### config.mk
export PLATFORM = sky130hd
export DESIGN_NAME = multicycle_controller
export DESIGN_NICKNAME = d
export VERILOG_FILES = /design/src/rtl/mc_defs.sv /design/src/rtl/cond_unit.sv /design/src/rtl/multicycle_controller.sv
export SDC_FILE = /design/constraint.sdc
export NUM_CORES = 1
export LEC_CHECK = 0
export ABC_AREA = 0
export BUFFER_PORTS_ARGS = -buffer_cell sky130_fd_sc_hd__buf_4
export CAP_MARGIN = 20
export CELL_PAD_IN_SITES_DETAIL_PLACEMENT = 1
export CELL_PAD_IN_SITES_GLOBAL_PLACEMENT = 1
export CORE_MARGIN = 2
export CORE_UTILIZATION = 27
export CTS_CLUSTER_SIZE = 30
export DETAILED_ROUTE_END_ITERATION = 10
export PLACE_DENSITY_LB_ADDON = 0.2
export SYNTH_ARGS = -nofsm -noshare
export SYNTH_HDL_FRONTEND = slang
export SYNTH_SLANG_ARGS = --single-unit
### constraint.sdc
create_clock -name clk -period 2.3 [get_ports clk]
set_input_delay 0.345 -clock clk [delete_from_list [all_inputs] [get_ports clk]]
set_output_delay 0.345 -clock clk [all_outputs]
set_load 0.01 [all_outputs]
### src/rtl/mc_defs.sv
// Shared encodings for the multicycle controller: FSM states, datapath mux selects,
// ALU operations and ARM condition codes.
package mc_defs;

    localparam logic [3:0] StFetch    = 4'd0;
    localparam logic [3:0] StDecode   = 4'd1;
    localparam logic [3:0] StMemAdr   = 4'd2;
    localparam logic [3:0] StMemRead  = 4'd3;
    localparam logic [3:0] StMemWb    = 4'd4;
    localparam logic [3:0] StMemWrite = 4'd5;
    localparam logic [3:0] StExecR    = 4'd6;
    localparam logic [3:0] StExecI    = 4'd7;
    localparam logic [3:0] StAluWb    = 4'd8;
    localparam logic [3:0] StBranch   = 4'd9;

    localparam logic [2:0] AluAdd = 3'b000;
    localparam logic [2:0] AluSub = 3'b001;
    localparam logic [2:0] AluAnd = 3'b010;
    localparam logic [2:0] AluOrr = 3'b011;

    localparam logic [1:0] SrcBReg  = 2'b00;
    localparam logic [1:0] SrcBImm  = 2'b01;
    localparam logic [1:0] SrcBFour = 2'b10;

    localparam logic [1:0] ResAluOut = 2'b00;
    localparam logic [1:0] ResData   = 2'b01;
    localparam logic [1:0] ResAlu    = 2'b10;

    localparam logic [3:0] CondEq = 4'b0000;
    localparam logic [3:0] CondNe = 4'b0001;
    localparam logic [3:0] CondCs = 4'b0010;
    localparam logic [3:0] CondCc = 4'b0011;
    localparam logic [3:0] CondMi = 4'b0100;
    localparam logic [3:0] CondPl = 4'b0101;
    localparam logic [3:0] CondVs = 4'b0110;
    localparam logic [3:0] CondVc = 4'b0111;
    localparam logic [3:0] CondHi = 4'b1000;
    localparam logic [3:0] CondLs = 4'b1001;
    localparam logic [3:0] CondGe = 4'b1010;
    localparam logic [3:0] CondLt = 4'b1011;
    localparam logic [3:0] CondGt = 4'b1100;
    localparam logic [3:0] CondLe = 4'b1101;
    localparam logic [3:0] CondAl = 4'b1110;

endpackage

### src/rtl/cond_unit.sv
// NZCV flag register plus ARM condition evaluation; flags only update when the
// instruction's own condition passes.
module cond_unit
    import mc_defs::*;
(
    input  logic       clk,
    input  logic       reset,
    input  logic [3:0] Cond,
    input  logic [3:0] ALUFlags,
    input  logic       FlagWrite,
    output logic       CondEx
);

    logic [3:0] flags_q, flags_d;
    logic       n, z, c, v;

    assign {n, z, c, v} = flags_q;

    always_comb begin
        CondEx = 1'b0;
        unique case (Cond)
            CondEq:  CondEx = z;
            CondNe:  CondEx = ~z;
            CondCs:  CondEx = c;
            CondCc:  CondEx = ~c;
            CondMi:  CondEx = n;
            CondPl:  CondEx = ~n;
            CondVs:  CondEx = v;
            CondVc:  CondEx = ~v;
            CondHi:  CondEx = c & ~z;
            CondLs:  CondEx = ~c | z;
            CondGe:  CondEx = (n == v);
            CondLt:  CondEx = (n != v);
            CondGt:  CondEx = ~z & (n == v);
            CondLe:  CondEx = z | (n != v);
            default: CondEx = 1'b1;  // AL, and 1111 treated as AL
        endcase
    end

    always_comb begin
        flags_d = flags_q;
        if (FlagWrite && CondEx) begin
            flags_d = ALUFlags;
        end
    end

    always_ff @(posedge clk) begin
        if (reset) begin
            flags_q <= 4'b0000;
        end else begin
            flags_q <= flags_d;
        end
    end

endmodule

### src/rtl/multicycle_controller.sv
// Multicycle ARM-subset control unit: Moore main FSM with instruction/ALU decode.
// Architectural write enables are gated by the condition unit and forced low in reset.
module multicycle_controller
    import mc_defs::*;
#(
    parameter logic [3:0] RESET_STATE = 4'd0
) (
    input  logic        clk,
    input  logic        reset,
    input  logic [31:0] Instr,
    input  logic [3:0]  ALUFlags,
    output logic        PCWrite,
    output logic        AdrSrc,
    output logic        MemWrite,
    output logic        IRWrite,
    output logic        RegWrite,
    output logic [1:0]  RegSrc,
    output logic [1:0]  ImmSrc,
    output logic        ALUSrcA,
    output logic [1:0]  ALUSrcB,
    output logic [2:0]  ALUControl,
    output logic [1:0]  ResultSrc,
    output logic [3:0]  State
);

    logic [3:0] state_q, state_d;
    logic [1:0] op;
    logic [5:0] funct;
    logic       rd_is_pc;
    logic       is_cmp;
    logic       cond_ex;
    logic       flag_write;
    logic [2:0] dp_alu;
    logic       pc_write, mem_write, ir_write, reg_write;
    logic       unused_instr;

    assign op           = Instr[27:26];
    assign funct        = Instr[25:20];
    assign rd_is_pc     = (Instr[15:12] == 4'd15);
    assign is_cmp       = (funct[4:1] == 4'b1010);
    assign unused_instr = ^{Instr[19:16], Instr[11:0]};

    assign flag_write = ((state_q == StExecR) || (state_q == StExecI)) && funct[0];

    cond_unit u_cond_unit (
        .clk       (clk),
        .reset     (reset),
        .Cond      (Instr[31:28]),
        .ALUFlags  (ALUFlags),
        .FlagWrite (flag_write),
        .CondEx    (cond_ex)
    );

    always_comb begin
        dp_alu = AluAdd;
        case (funct[4:1])
            4'b0100: dp_alu = AluAdd;
            4'b0010: dp_alu = AluSub;
            4'b0000: dp_alu = AluAnd;
            4'b1100: dp_alu = AluOrr;
            4'b1010: dp_alu = AluSub;
            default: dp_alu = AluAdd;
        endcase
    end

    always_comb begin
        state_d = StFetch;
        case (state_q)
            StFetch:   state_d = StDecode;
            StDecode: begin
                case (op)
                    2'b01:   state_d = StMemAdr;
                    2'b00:   state_d = funct[5] ? StExecI : StExecR;
                    2'b10:   state_d = StBranch;
                    default: state_d = StFetch;
                endcase
            end
            StMemAdr:  state_d = funct[0] ? StMemRead : StMemWrite;
            StMemRead: state_d = StMemWb;
            StExecR,
            StExecI:   state_d = StAluWb;
            default:   state_d = StFetch;
        endcase
    end

    always_comb begin
        pc_write   = 1'b0;
        mem_write  = 1'b0;
        ir_write   = 1'b0;
        reg_write  = 1'b0;
        AdrSrc     = 1'b0;
        ALUSrcA    = 1'b0;
        ALUSrcB    = SrcBReg;
        ALUControl = AluAdd;
        ResultSrc  = ResAluOut;
        case (state_q)
            StFetch: begin
                ir_write  = 1'b1;
                pc_write  = 1'b1;
                ALUSrcA   = 1'b1;
                ALUSrcB   = SrcBFour;
                ResultSrc = ResAlu;
            end
            StDecode: begin
                // PC+8 is produced here so R15 reads see the ARM pipeline view.
                ALUSrcA   = 1'b1;
                ALUSrcB   = SrcBFour;
                ResultSrc = ResAlu;
            end
            StMemAdr: begin
                ALUSrcB    = SrcBImm;
                ALUControl = funct[3] ? AluAdd : AluSub;
            end
            StMemRead: begin
                AdrSrc = 1'b1;
            end
            StMemWb: begin
                ResultSrc = ResData;
                reg_write = cond_ex;
                pc_write  = cond_ex & rd_is_pc;
            end
            StMemWrite: begin
                AdrSrc    = 1'b1;
                mem_write = cond_ex;
            end
            StExecR, StExecI: begin
                ALUSrcB    = (state_q == StExecI) ? SrcBImm : SrcBReg;
                ALUControl = dp_alu;
            end
            StAluWb: begin
                reg_write = cond_ex & ~is_cmp;
                pc_write  = cond_ex & rd_is_pc;
            end
            StBranch: begin
                ALUSrcB   = SrcBImm;
                ResultSrc = ResAlu;
                pc_write  = cond_ex;
            end
            default: ;
        endcase
    end

    assign PCWrite  = pc_write & ~reset;
    assign MemWrite = mem_write & ~reset;
    assign IRWrite  = ir_write & ~reset;
    assign RegWrite = reg_write & ~reset;
    assign RegSrc   = {op == 2'b01, state_q == StBranch};
    assign ImmSrc   = op;
    assign State    = state_q;

    always_ff @(posedge clk) begin
        if (reset) begin
            state_q <= RESET_STATE;
        end else begin
            state_q <= state_d;
        end
    end

endmodule

==> run metrics, run 1 <==
status=finished, violations left; violations in the final reports=design-rule violations; Final Total Pwr=roughly 0.00042 W; initial drt markers=23; area added between synthesis and finish=39.2%; nets@finish=169; gp weighted congestion=around 0.72; clk_skew=0.00294 ns; layout cells sized above 1=0.488; mean post-synth cell area=8.84 um2; full die area=3470 um2; post-synth top area cell=dfxtp_1; initial antenna violation count=0; DRT antenna net count=0; Gate Count Post-Synth=92; pwr dens=367 nW/um2; largest net degree at the start of global routing=13; Global Route Usage Sum=0.123; n_diodes=0; WHS=around 0.35 ns; cell area after placement=1110 um2; maximum vdd ir drop=0.000159 V; dpl cells=157; H-tree depth=1; Setup Viol. Count Final=0; area of the core=2810 um2; Setup TNS=0 ns; fin area=1130 um2; Hold Crit Class=primary input to register; Die W=slightly below 60 um; Clock Latency Late Sink=between 0.2 and 0.3 ns; vias per cell=5.01; Mapped Nets=130; post_cts resized=0; Pleak=0.501 nW; Crit path required time=1.96 ns; Tmin final=2.18 ns; Crit. End Element=primary output; cts hold-fix bufs=0; row count=19; Post-DP HPWL=1700 um; WL per Instance=12.7 um; final wirelength=between 2000 and 2500 um; Yosys reg bits=8; top cells by area, synth=dfxtp_1 (20%), mux2i_1 (8.6%), or2b_2 (7.5%); grt ovf=0; Ports=59; top_reg_cell synth=dfxtp_1; number of synthesized flops with an enable pin=0; CTS Buf Count=3; Max-Cap Viols=0; Finished Layout Cells=160; Die Ht=58.9 um; Unique masters post-synth=43; Port-buffer cells=41; RSZ-0062 raised after global routing=no; clk sinks=8; min-delay src=reset; CTS Buffer Depth=2; Clock transition at path regs=0.05 ns; startpoint types=register; initial core utilization=0.290; DRC viols=3; commonest non-fill, non-tap cell in the layout=buf_4; synth warn=0; vias in the first global route=756; CTS Root Cell=clkbuf_4; Max Slew Vio Count=0; fin crit share=0.946; mapped cell area=813 um2; CTS tree=yes; Filler cells=340; first-pass GRT wire length=~3300 um; via count=802; postcts setup bufs=0; DRT Pass-1 Iters=7; crit path kind=register to primary output; worst reg2reg startpoint=u_cond_unit.flags_q[0]; endpoints failing hold=0; post-synthesis sequential area ratio=0.197; Synth top area share=0.197; CP max FO=4; fraction of registers with async set/reset=0; commonest non-fill, non-tap cells in the layout=buf_4 (42), dfxtp_1 (7), mux2i_1 (7), or2b_2 (7), nor2_1 (5); Peak Freq=0.460 GHz; Worst EP arrival=~1.8 ns; Worst Setup SP=u_cond_unit.flags_q[0]
path summary, 6_finish.rpt:
check	cells after the start	slack, ns	end
setup / recovery	6	0.12	PCWrite
hold / removal	2	0.35	State[3]
setup reg to reg	5	0.80	u_cond_unit.flags_q[0]
hold reg to reg	2	0.57	u_cond_unit.flags_q[1]
per-layer routing:
| layer | vias up | routed length (um) | global-route usage |
|---|---|---|---|
| met4 | 0 | 8 | 0.0292 |
| li1 | 404 | - | - |
| met1 | 373 | 948 | 0.174 |
| met5 | - | 0 | 0 |
| met3 | 2 | 145 | 0.0286 |
| met2 | 23 | 935 | 0.187 |
power by group:
part           leakage (nW)  switching, W  internal, W  total [W]
registers            0.0655     0.0000102     0.000144   0.000154
clock network        0.0138     0.0000446    0.0000595   0.000104
logic                 0.422     0.0000719    0.0000859   0.000158
total                 0.501      0.000127     0.000289   0.000416
worst max-delay path, stage by stage (launching register included):
cell and delay [ns]:
dfxtp_2 0.36, xnor3_1 0.41, o211ai_2 0.16, o311a_4 0.24
a21oi_2 0.06, a41o_1 0.22, buf_4 0.14
cells in the mapped netlist (2+ instances only):
master,number
dfxtp_1,8
mux2i_1,7
or2b_2,7
nor2_1,5
buf_4,4
nand2_1,4
nor3_1,4
o21ai_0,4
a21oi_1,3
nand2b_1,3
xor2_1,3
a41o_1,2
and3b_1,2
clkbuf_1,2
inv_1,2
nor2b_1,2
nor3b_1,2
o32ai_1,2
xnor2_1,2
sequential cells by signal (all words and copies together), names as in the netlist:
signal,flops
State,4
u_cond_unit.flags_q,4
metrics by stage:
step           utilization  worst slack, ns
2_1_floorplan            -            0.530
3_3_place_gp         0.395            0.292
3_5_place_dp         0.395            0.266
4_1_cts              0.403           0.0334
5_1_grt              0.404           0.0290
6_report             0.404            0.125
logic make-up after synthesis:
group	after synthesis	share of synthesized area
other	1	0.00461
buffers and inverters	10	0.0815
flip-flops	8	0.197
multiplexers	9	0.117
AND/OR/NAND/NOR	41	0.340
AO/OA/AOI/OAI	17	0.178
XOR/XNOR	6	0.0815
layout make-up:
class                           instances  area [um2]  area share
Multi-Input combinational cell         74         587       0.518
Timing Repair Buffer                   42         315       0.278
Sequential cell                         8         161       0.143
Tap cell                               31        38.8      0.0343
Clock buffer                            3        22.5      0.0199
Inverter                                2        7.51     0.00663
Power figures use the tool's default switching activity.
==> run 2: changes to the inputs <==
==> constraint.sdc (replaced) <==
create_clock -name clk -period 2.3 [get_ports clk]
set_input_delay 0.46 -clock clk [delete_from_list [all_inputs] [get_ports clk]]
set_output_delay 0.46 -clock clk [all_outputs]
set_load 0.01 [all_outputs]
==> run 2 against run 1 <==
Non-clock buffer count increased by 1. The flow still finishes with violations (design-rule violations). Cell count increased by 0.63%. Clock power about the same. Power increased by 1.7%. Worst setup slack got worse by 0.082 ns. Critical path depth increased by 1. Die area unchanged. Combinational power increased by 3%.
==> run metrics, run 2 (synthesis gave the netlist of run 1 again) <==
Switching Share=0.310; Setup TNS=0 ns; maximum vdd ir drop=0.000223 V; Final WS setup=0.0435 ns; vias per cell=5.14; Worst Setup SP=Instr[28]; CTS Root Cell=clkbuf_4; DP Worst Slack=0.0946 ns; RR Endpoint=u_cond_unit.flags_q[0]; initial antenna violation count=0; layout cells sized above 1=0.515; grt ovf=0; wire length on met1=987 um; largest net degree at the start of global routing=13; WL per Instance=13.1 um; Worst Hold Path EP=State[3]; first-pass GRT wire length=3460 um; Final Total Pwr=0.000423 W; WHS=0.459 ns; area of the core=2810 um2; endpoints failing hold=0; worst reg2reg startpoint=u_cond_unit.flags_q[2]; via count=827; violations in the final reports=design-rule violations; DR top layer=met3; Peak Freq=about 0.44 GHz; DRC viols=3; Pleak=0.502 nW; gp weighted congestion=about 0.72; initial drt markers=17; final wirelength=2110 um; commonest non-fill, non-tap cells in the layout=buf_4 (43), or2b_2 (7), dfxtp_1 (6), mux2i_1 (6), nor2_1 (5); CTS Buffer Depth=2; clk_skew=0.00441 ns; Seq pwr share=0.365; DRT antenna net count=0; cts hold-fix bufs=0; Setup Viol. Count Final=0; routed wl met2=971 um; Port-buffer cells=41; commonest non-fill, non-tap cell in the layout=buf_4; Crit. End Element=primary output; Reg2Reg Depth=6; nets@finish=between 150 and 200; n_diodes=0; area added between synthesis and finish=41.4%; crit path kind=primary input to primary output; met3 WL=151 um; Hold Crit Class=primary input to register; startpoint types=primary input; internal power=0.000292 W; Clock transition at path regs=0.05 ns; initial core utilization=0.290; Psw=0.000131 W; cell depth of the worst min-delay path=2; Clk network pwr share=0.253; pwr dens=368 nW/um2; DRT Pass-1 Iters=7; H-tree depth=1; Max-Cap Viols=0; Crit path required time=1.84 ns; min-delay src=reset; row count=19; postcts setup bufs=0; status=finished, violations left; Logic pwr share=0.382; fin crit share=0.981; CTS Buf Count=3; Global Route Usage Sum=0.126; Post-DP HPWL=1730 um; clk sinks=8; full die area=3470 um2; Die Ht=about 60 um; RSZ-0062 raised after global routing=yes; vias in the first global route=approximately 780; post-layout util=0.410; Worst EP arrival=1.80 ns; CTS tree=yes; Die W=58.9 um; Max Slew Vio Count=0; Filler cells=between 300 and 400; Ports=slightly below 60; Clock Latency Late Sink=0.25 ns; Tmin final=roughly 2.3 ns; CP max FO=6; setup slack, reg-to-reg=roughly 0.76 ns
-- run 2: cell types whose count changed in the layout (fill, tap and decap cells not counted), sizes merged --
| cell | change |
|---|---|
| buf | +1 |
-- run 2: through the flow --
| stage | instances | area (um2) |
|---|---|---|
| 2_1_floorplan | 92 | 813 |
| 3_3_place_gp | 158 | 1120 |
| 3_5_place_dp | 158 | 1120 |
| 4_1_cts | 161 | 1140 |
| 5_1_grt | 161 | 1150 |
| 6_report | 161 | 1150 |
-- run 2: critical path: stages --
cell and delay, ns:
buf_4 0.12, xnor3_1 0.41, o211ai_2 0.16, o311a_4 0.24, a21oi_2 0.07, a41o_1 0.21, buf_4 0.14
-- run 2: power by group through the flow --
stage	combinational, W	sequential [W]	clock [W]
after floorplan	0.0000909	0.000152	0
after global routing	0.000176	0.000156	0.000121
after detailed placement	0.000161	0.000157	0
final	0.000162	0.000154	0.000107
after global placement	0.000158	0.000157	0
after CTS	0.000163	0.000154	0.000116
-- run 2: worst max path at each step --
stage | end | slack, ns | cells past startpoint
global route | PCWrite | -0.01 | 7
CTS | PCWrite | 0.03 | 7
detailed placement | RegWrite | 0.09 | 7
global placement | RegWrite | 0.09 | 7
floorplan | PCWrite | 0.36 | 5
finish | PCWrite | 0.04 | 7
-- run 2: per-layer routing --
layer  track usage  vias to the layer above
li1              -                      407
met1         0.180                      395
met2         0.197                       25
met3        0.0286                        0
met4        0.0195                        0
met5             0                        -
-- run 2: what timing repair did --
item	4_1_cts	5_1_grt
endpoints found under the hold margin	0	0
resized for setup	2	2
pin swaps	1	0
endpoints found under the setup margin	3	2
-- run 2: area by class of cell --
class,instances,area [um2],share of cell area
Multi-Input combinational cell,74,596,0.518
Timing Repair Buffer,43,323,0.281
Sequential cell,8,163,0.141
Tap cell,31,38.8,0.0337
Clock buffer,3,22.5,0.0196
Inverter,2,7.51,0.00653
